==> config.mk <==
export PLATFORM = sky130hd
export DESIGN_NAME = cache_refill_ctrl
export DESIGN_NICKNAME = d
export VERILOG_FILES = /design/src/rtl/cache_pkg.sv /design/src/rtl/cache_refill_ctrl.sv
export SDC_FILE = /design/constraint.sdc
export NUM_CORES = 1
export LEC_CHECK = 0
export ABC_AREA = 1
export CAP_MARGIN = 20
export CORE_ASPECT_RATIO = 0.7
export CORE_MARGIN = 3
export CORE_UTILIZATION = 35
export DETAILED_ROUTE_END_ITERATION = 12
export MAX_ROUTING_LAYER = met4
export PLACE_DENSITY = 0.73
export SETUP_SLACK_MARGIN = 0.4
export SYNTH_ARGS = -nofsm -noshare
export SYNTH_HDL_FRONTEND = slang
export SYNTH_SLANG_ARGS = --single-unit
==> constraint.sdc <==
create_clock -name clk -period 1.4 [get_ports clk]
set_input_delay 0.14 -clock clk [delete_from_list [all_inputs] [get_ports clk]]
set_output_delay 0.14 -clock clk [all_outputs]
set_load 0.03 [all_outputs]
==> src/rtl/cache_pkg.sv <==
// Shared definitions for the line refill/writeback sequencer: FSM state
// encoding, width derivation and the {tag, ent, off} word address builder.
package cache_pkg;

    typedef enum logic [2:0] {
        ST_IDLE      = 3'd0,
        ST_WB_RD     = 3'd1,
        ST_WB_WR     = 3'd2,
        ST_WB_DONE   = 3'd3,
        ST_FILL      = 3'd4,
        ST_FILL_DONE = 3'd5
    } state_e;

    // Index width for n items, never below one bit.
    function automatic int clog2_min1(input int n);
        return (n <= 1) ? 1 : $clog2(n);
    endfunction

    // Word address {tag, ent, off}; callers cast the result to their width.
    function automatic logic [63:0] word_addr(input logic [63:0] tag,
                                              input logic [63:0] ent,
                                              input logic [63:0] off,
                                              input int          ent_wid,
                                              input int          off_wid);
        return (tag << (ent_wid + off_wid)) | (ent << off_wid) | off;
    endfunction

endpackage

==> src/rtl/cache_refill_ctrl.sv <==
// Line refill/writeback sequencer behind the direct-mapped tag arbiter.
// Moves a whole line between the data RAM and a single-word req/ack bus,
// optionally writing back a dirty victim first. One miss at a time.
module cache_refill_ctrl
    import cache_pkg::*;
#(
    parameter int ENTRY_NUM    = 16,
    parameter int ENTRYSEL_WID = clog2_min1(ENTRY_NUM),
    parameter int TAG_WID      = 14,
    parameter int LINE_WORDS   = 8,
    parameter int OFF_WID      = clog2_min1(LINE_WORDS),
    parameter int DATA_WID     = 32,
    parameter bit WBACK_ENABLE = 1'b0,
    localparam int MA          = TAG_WID + ENTRYSEL_WID + OFF_WID
) (
    input  logic                            clk,
    input  logic                            rst,
    input  logic                            line_miss,
    input  logic                            replace_dirty,
    input  logic [TAG_WID-1:0]              address_tag,
    input  logic [ENTRYSEL_WID-1:0]         address_ent,
    input  logic [TAG_WID-1:0]              victim_tag,
    output logic                            line_refill,
    output logic [TAG_WID-1:0]              refill_tag,
    output logic                            writeback_ok,
    output logic                            busy,
    output logic [ENTRYSEL_WID+OFF_WID-1:0] cmem_addr,
    output logic                            cmem_re,
    output logic                            cmem_we,
    output logic [DATA_WID-1:0]             cmem_wdata,
    input  logic [DATA_WID-1:0]             cmem_rdata,
    output logic                            mem_req,
    output logic                            mem_we,
    output logic [MA-1:0]                   mem_addr,
    output logic [DATA_WID-1:0]             mem_wdata,
    input  logic [DATA_WID-1:0]             mem_rdata,
    input  logic                            mem_ack
);

    state_e                  state_q;
    logic [TAG_WID-1:0]      ctag_q;
    logic [TAG_WID-1:0]      vtag_q;
    logic [ENTRYSEL_WID-1:0] cent_q;
    logic [OFF_WID-1:0]      off_q;
    logic [DATA_WID-1:0]     wdata_q;
    logic                    wb_first_q;
    logic                    last_word;

    assign last_word = (off_q == OFF_WID'(LINE_WORDS - 1));

    // Sequencer: captures the miss, walks the line offsets, advances on mem_ack.
    // NOTE: async reset returns every register (and so every decoded output,
    // including mem_req) to idle immediately, without waiting for a clock edge.
    always_ff @(posedge clk or negedge rst) begin
        if (!rst) begin
            state_q    <= ST_IDLE;
            ctag_q     <= '0;
            vtag_q     <= '0;
            cent_q     <= '0;
            off_q      <= '0;
            wdata_q    <= '0;
            wb_first_q <= 1'b0;
        end else begin
            // NOTE: non-blocking assignments so every branch sees the
            // pre-edge values of the state and counters.
            case (state_q)
                ST_IDLE: begin
                    if (line_miss) begin
                        ctag_q  <= address_tag;
                        cent_q  <= address_ent;
                        vtag_q  <= victim_tag;
                        off_q   <= '0;
                        state_q <= (replace_dirty && WBACK_ENABLE) ? ST_WB_RD : ST_FILL;
                    end
                end
                ST_WB_RD: begin
                    wb_first_q <= 1'b1;
                    state_q    <= ST_WB_WR;
                end
                ST_WB_WR: begin
                    // Read data is only on cmem_rdata in the first WB_WR cycle;
                    // hold it so mem_wdata stays stable while the bus stalls.
                    wb_first_q <= 1'b0;
                    if (wb_first_q) wdata_q <= cmem_rdata;
                    if (mem_ack) begin
                        if (last_word) begin
                            state_q <= ST_WB_DONE;
                        end else begin
                            off_q   <= off_q + OFF_WID'(1);
                            state_q <= ST_WB_RD;
                        end
                    end
                end
                ST_WB_DONE: begin
                    off_q   <= '0;
                    state_q <= ST_FILL;
                end
                ST_FILL: begin
                    if (mem_ack) begin
                        if (last_word) state_q <= ST_FILL_DONE;
                        else           off_q   <= off_q + OFF_WID'(1);
                    end
                end
                ST_FILL_DONE: state_q <= ST_IDLE;
                default:      state_q <= ST_IDLE;
            endcase
        end
    end

    // Output decode from registered state; only the fill write path follows mem_ack.
    // NOTE: every output gets a default first so no latch is inferred.
    always_comb begin
        busy         = (state_q != ST_IDLE);
        line_refill  = 1'b0;
        refill_tag   = '0;
        writeback_ok = 1'b0;
        cmem_addr    = '0;
        cmem_re      = 1'b0;
        cmem_we      = 1'b0;
        cmem_wdata   = '0;
        mem_req      = 1'b0;
        mem_we       = 1'b0;
        mem_addr     = '0;
        mem_wdata    = '0;
        case (state_q)
            ST_WB_RD: begin
                cmem_re   = 1'b1;
                cmem_addr = {cent_q, off_q};
            end
            ST_WB_WR: begin
                mem_req   = 1'b1;
                mem_we    = 1'b1;
                mem_addr  = MA'(word_addr(64'(vtag_q), 64'(cent_q), 64'(off_q),
                                          ENTRYSEL_WID, OFF_WID));
                mem_wdata = wb_first_q ? cmem_rdata : wdata_q;
            end
            ST_WB_DONE: writeback_ok = WBACK_ENABLE;
            ST_FILL: begin
                mem_req    = 1'b1;
                mem_addr   = MA'(word_addr(64'(ctag_q), 64'(cent_q), 64'(off_q),
                                           ENTRYSEL_WID, OFF_WID));
                cmem_addr  = {cent_q, off_q};
                cmem_we    = mem_ack;
                cmem_wdata = mem_ack ? mem_rdata : '0;
            end
            ST_FILL_DONE: begin
                line_refill = 1'b1;
                refill_tag  = ctag_q;
            end
            default: ;
        endcase
    end

endmodule

# Yosys cells after proc, flatten, opt, wreduce, memory -nomap -nowiden
# Cells that the tools add are included.
[op_classes] n_reduce_logical=9 n_mux=23 n_addsub=1 bitwise_logic=4 n_eq_ne=12
[ops] cell="32-bit two-way mux" count=4
[ops] cell="21-bit by 3-bit OR with 21-bit output" count=2
[ops] cell="21-bit by 7-bit OR with 21-bit output" count=2
[ops] cell="21-bit one-hot mux with 2 select lines" count=1
[ops] cell="3-bit two-way mux" count=7
[ops] cell="3-bit one-hot mux with 5 select lines" count=1
[ops] cell="14-bit two-way mux" count=1
[ops] cell="2-bit inequality test (second input constant)" count=5
[ops] cell="3-bit equality test (second input constant)" count=3
[ops] cell="3-bit one-hot mux with 3 select lines" count=1
[ops] cell="4-bit AND reduction" count=2
[ops] cell="7-bit two-way mux" count=1
[ops] cell="3-bit by 2-bit equality test with 1-bit output (second input constant)" count=2
[ops] cell="3-bit nonzero test" count=2
[ops] cell="1-bit two-way mux" count=5
[ops] cell="2-bit OR reduction" count=2
[ops] cell="3-bit by 1-bit adder with 3-bit output (second input constant)" count=1
[ops] cell="3-bit by 1-bit equality test with 1-bit output (second input constant)" count=1
[ops] cell="3-bit logical NOT" count=1
[ops] cell="2-bit two-way mux" count=1
[ops] cell="2-bit by 1-bit inequality test with 1-bit output (second input constant)" count=1
[ops] cell="1-bit one-hot mux with 2 select lines" count=1
[ops] cell="2-bit AND reduction" count=1
[ops] cell="2-bit nonzero test" count=1
[word_totals] word_cells=56 regBits=71 input_bits=101

# Logic depth before layout (Yosys ltp)
[depth] ltp_word=4 depth_mapped=8 depth_no_buf=8

# Least setup slack after synthesis
# No wires, ideal clock.
[synth_path] path_kind="register to output" from="reg state_q[1]" to="out refill_tag[10]" stages_incl_launch_ff=5 arrival_time_ns=1.730 setup_slack_ns=-0.470 path_cell_list="dfrtp_1 nor3_2 inv_1 buf_2 nor2_1"
[synth_between] elab_chain_len=2
[synth_lines] element="start, declared" line_no="cache_refill_ctrl.sv:40" rtl="state_e state_q;"
[synth_lines] element="start signal, assigned" line_no="cache_refill_ctrl.sv:73" rtl="state_q <= (replace_dirty && WBACK_ENABLE) ? ST_WB_RD : ST_FILL;"
[synth_lines] element="3-bit equality test" line_no="cache_refill_ctrl.sv:125" rtl="case (state_q)"
[synth_lines] element="14-bit two-way mux" line_no="cache_refill_ctrl.sv:125"
[synth_lines] element="end, declared" line_no="cache_refill_ctrl.sv:24" rtl="output logic [TAG_WID-1:0] refill_tag,"
# No other way between the ends.

# Worst setup path after layout
[layout_path] from="reg state_q[0]" to="out refill_tag[13]"
# Same word-level chain as after synthesis.

==> flow_summary.yaml <==
floorplanning:
  die_h_um: 93.8
  core_area_um2: 10600
  num_rows: 31
  die_area_um2: 12300
  ioPinCount: 214
  initial_core_util_pct: 36.5
  die_w_um: 131
worst_setup_path:
  r2r-start: "state_q[0]"
  crit_required_ps: 1260
  reg2regPathDepth: 10
  critPathMaxFanout: 7
  crit_type: "reg -> out"
  cp-end-kind: "primary output"
  cp.arrival_ps: 1780
  reg2reg_slack_ps: -400
  r2r-end: "wdata_q[5]"
  critPathLaunchType: "flip-flop"
status:
  status: "finished with violations"
  violations: "setup timing"
final_layout:
  num-nets-final: 937
  drive_gt1_share_pct: 58.8
  syn2layout_area_growth_pct: 159
  stdcell_area_um2: 9990
  postLayoutCoreUtil_pct: 94.7
  fillCellCount: 273
  antenna_cells_inserted: 0
  fin_cells: 987
logic_synthesis:
  postSynthAreaPerCell_um2: 7.49
  synth_fp_nets: 617
  ys_ff_latch: 71
  yosysUniqueCellTypes: 21
  syn_area_um2: 3850
  ys_warn_count: 0
  syn_inst: 514
  yosysSeqAreaShare_pct: 46.1
clock_tree:
  htree_levels: 3
  cts-root-buf: "clkbuf_16"
  clock_sinks: 71
  clock_latency_ps: 350
  path_clk_slew_ps: 60
  cts_buffers: 9
  cts_tree: "yes"
  cts.path.max_buffers: 2
power:
  p_sw_share_pct: 46.3
  peakVddDrop_mv: 1.54
  power_switching_mw: 9.62
  powerDensity_nw_per_um2: 2080
  p_comb_share_pct: 68.9
  clkPwrFrac_pct: 12.5
  seqPwrFrac_pct: 18.7
  p_leak_nw: 4.47
  intPower_mw: 11.1
  p_total_mw: 20.8
sta:
  fin_crit_ps: 1920
  rsz0062_at_grt: "true"
  period_share_pct: 137
  timing.final.ws_setup_ps: -522
  timing.final.max_slew_violations: 0
  setup_viol: 183
  clock_skew_ps: 8.84
  fmax_mhz: 520
  hold_violations: 0
placed_design:
  dpl.hpwl_um: 9860
  post_dp_cell_area_um2: 7180
  gp_congestion: 0.799
  io_buffers: 211
  numPlacedInstances: 881
grt:
  grt_start_max_net_pins: 40
  grt.overflow.total: 0
  antenna_found_initial: 0
  grt_usage_pct: 32.5
  grt_pass1_vias: 5547
  grt_pass1_wl_um: 30100
routing:
  drt-total-wl_um: 24900
  drt_first_pass_iters: 5
  ant_nets: 0
  drt-wirelength-per-cell_um: 25.3
  avgViaCountPerCell: 5.58
  drt_iter0_markers: 525
  num_vias: 5509
  drc_errors: 0
hold_path:
  hold_path_class: "in -> async"
job:
  cap_viol_max_count: 0
[layout by cell type (no fill, tap or decap), drive strengths merged]
cell           netlist  final
conb                 1      1
mux2i               32     32
clkbuf              13     14
clkdlybuf4s50        0     98
o21ai               63     63
a21oi               21     21
ha                   2      2
dlygate4sd3          0      1
clkinv               0      3
bufinv               0      2
nor2               113    113
clkinvlp             0      2
buf                 20    238
nor3                 1      1
inv                 51     50
dfrtp               71     71
bufbuf               0      1
nand3               11     11
nand2              115    115
[per-layer routing]
metal | GRT usage (%) | wire (um) | up-vias
li1 | - | - | 2262
met4 | 13.1 | 1390 | 0
met1 | 36.6 | 8950 | 2749
met2 | 57.8 | 12800 | 390
met5 | - | 0 | -
met3 | 6.32 | 1760 | 108
[worst max path at each step]
stage | from | to | slack (ps) | cells after the start
finish | state_q[0] | refill_tag[13] | -520 | 7
global route | state_q[0] | refill_tag[13] | -560 | 7
CTS | state_q[1] | refill_tag[13] | -430 | 7
detailed placement | state_q[2] | cmem_addr[3] | -190 | 7
global placement | state_q[2] | cmem_addr[6] | -140 | 7
floorplan | state_q[2] | refill_tag[10] | -150 | 5
[state kept, by name, summed over array words and instances, names as in the netlist]
register / flops
vtag_q: 14
wb_first_q: 1
cent_q: 4
ctag_q: 14
wdata_q: 32
off_q: 3
state_q: 3
[synth_stat cells]
cell        n  area, um^2
nand2_1   113         424
nor2_1    111         417
dfrtp_1    71        1780
o21ai_0    56         280
inv_1      49         184
mux2i_1    32         320
a21oi_1    21         105
buf_2      16        80.1
clkbuf_1   13        48.8
nand3_1     9        45.0
o21ai_1     7        35.0
buf_4       2        15.0
buf_6       2        22.5
ha_1        2        25.0
inv_2       2        7.51
nand2_2     2        12.5
nand3_2     2        20.0
conb_1      1        3.75
nor2_2      1        6.26
nor2_4      1        11.3
nor3_2      1        10.0
[power groups by stage]
stage               clock [mW]  combinational, mW  sequential, mW
floorplan                    0               6.17            3.32
detailed placement           0               9.16            3.47
global route              2.66               14.7            3.90
global placement             0               8.95            3.41
finish                    2.59               14.3            3.87
CTS                       2.52               12.4            3.59
[through the flow]
stage	TNS, ps	hold WS, ps	setup slack (ps)
global placement	-3310	44.7	-137
CTS	-42870	234	-430
global route	-66240	259	-559
detailed placement	-5220	48.4	-187
finish	-61720	235	-522
floorplan	-3060	-156	-146
[critical path, cell delays in order (launching register included)]
cell and delay [ps]:
dfrtp_2 430, inv_2 70, buf_4 150, nor3_4 230, inv_2 110, buf_12 170
nor2_4 120, buf_6 140
[layout make-up]
class	count	area (um^2)	share of cell area [%]
Sequential cell	71	1780	17.8
Tap cell	148	185	1.85
Multi-Input combinational cell	359	3320	33.3
Clock inverter	5	81.3	0.814
Inverter	51	220	2.21
Clock buffer	11	243	2.43
Timing Repair Buffer	341	4140	41.4
Timing Repair inverter	1	16.3	0.163
[logic make-up after synthesis]
logic type	after synthesis	synth area share [%]
AOI/OAI and AO/OA	84	10.9
adders and majority gates	2	0.650
buffers and inverters	84	9.29
DFF	71	46.1
muxes	32	8.32
other	1	0.0974
and+or+nand+nor	240	24.6
[timing repair]
| item | in CTS | in global routing |
|---|---|---|
| cloned | 19 | 3 |
| pin swaps | 32 | 22 |
| setup endpoints to repair | 183 | 183 |
| hold buffers | 1 | 0 |
| gates resized for setup | 274 | 63 |
| buffers inserted | 45 | 22 |
| endpoints found under the hold margin | 19 | 0 |
(Power assumes the default switching activity.)
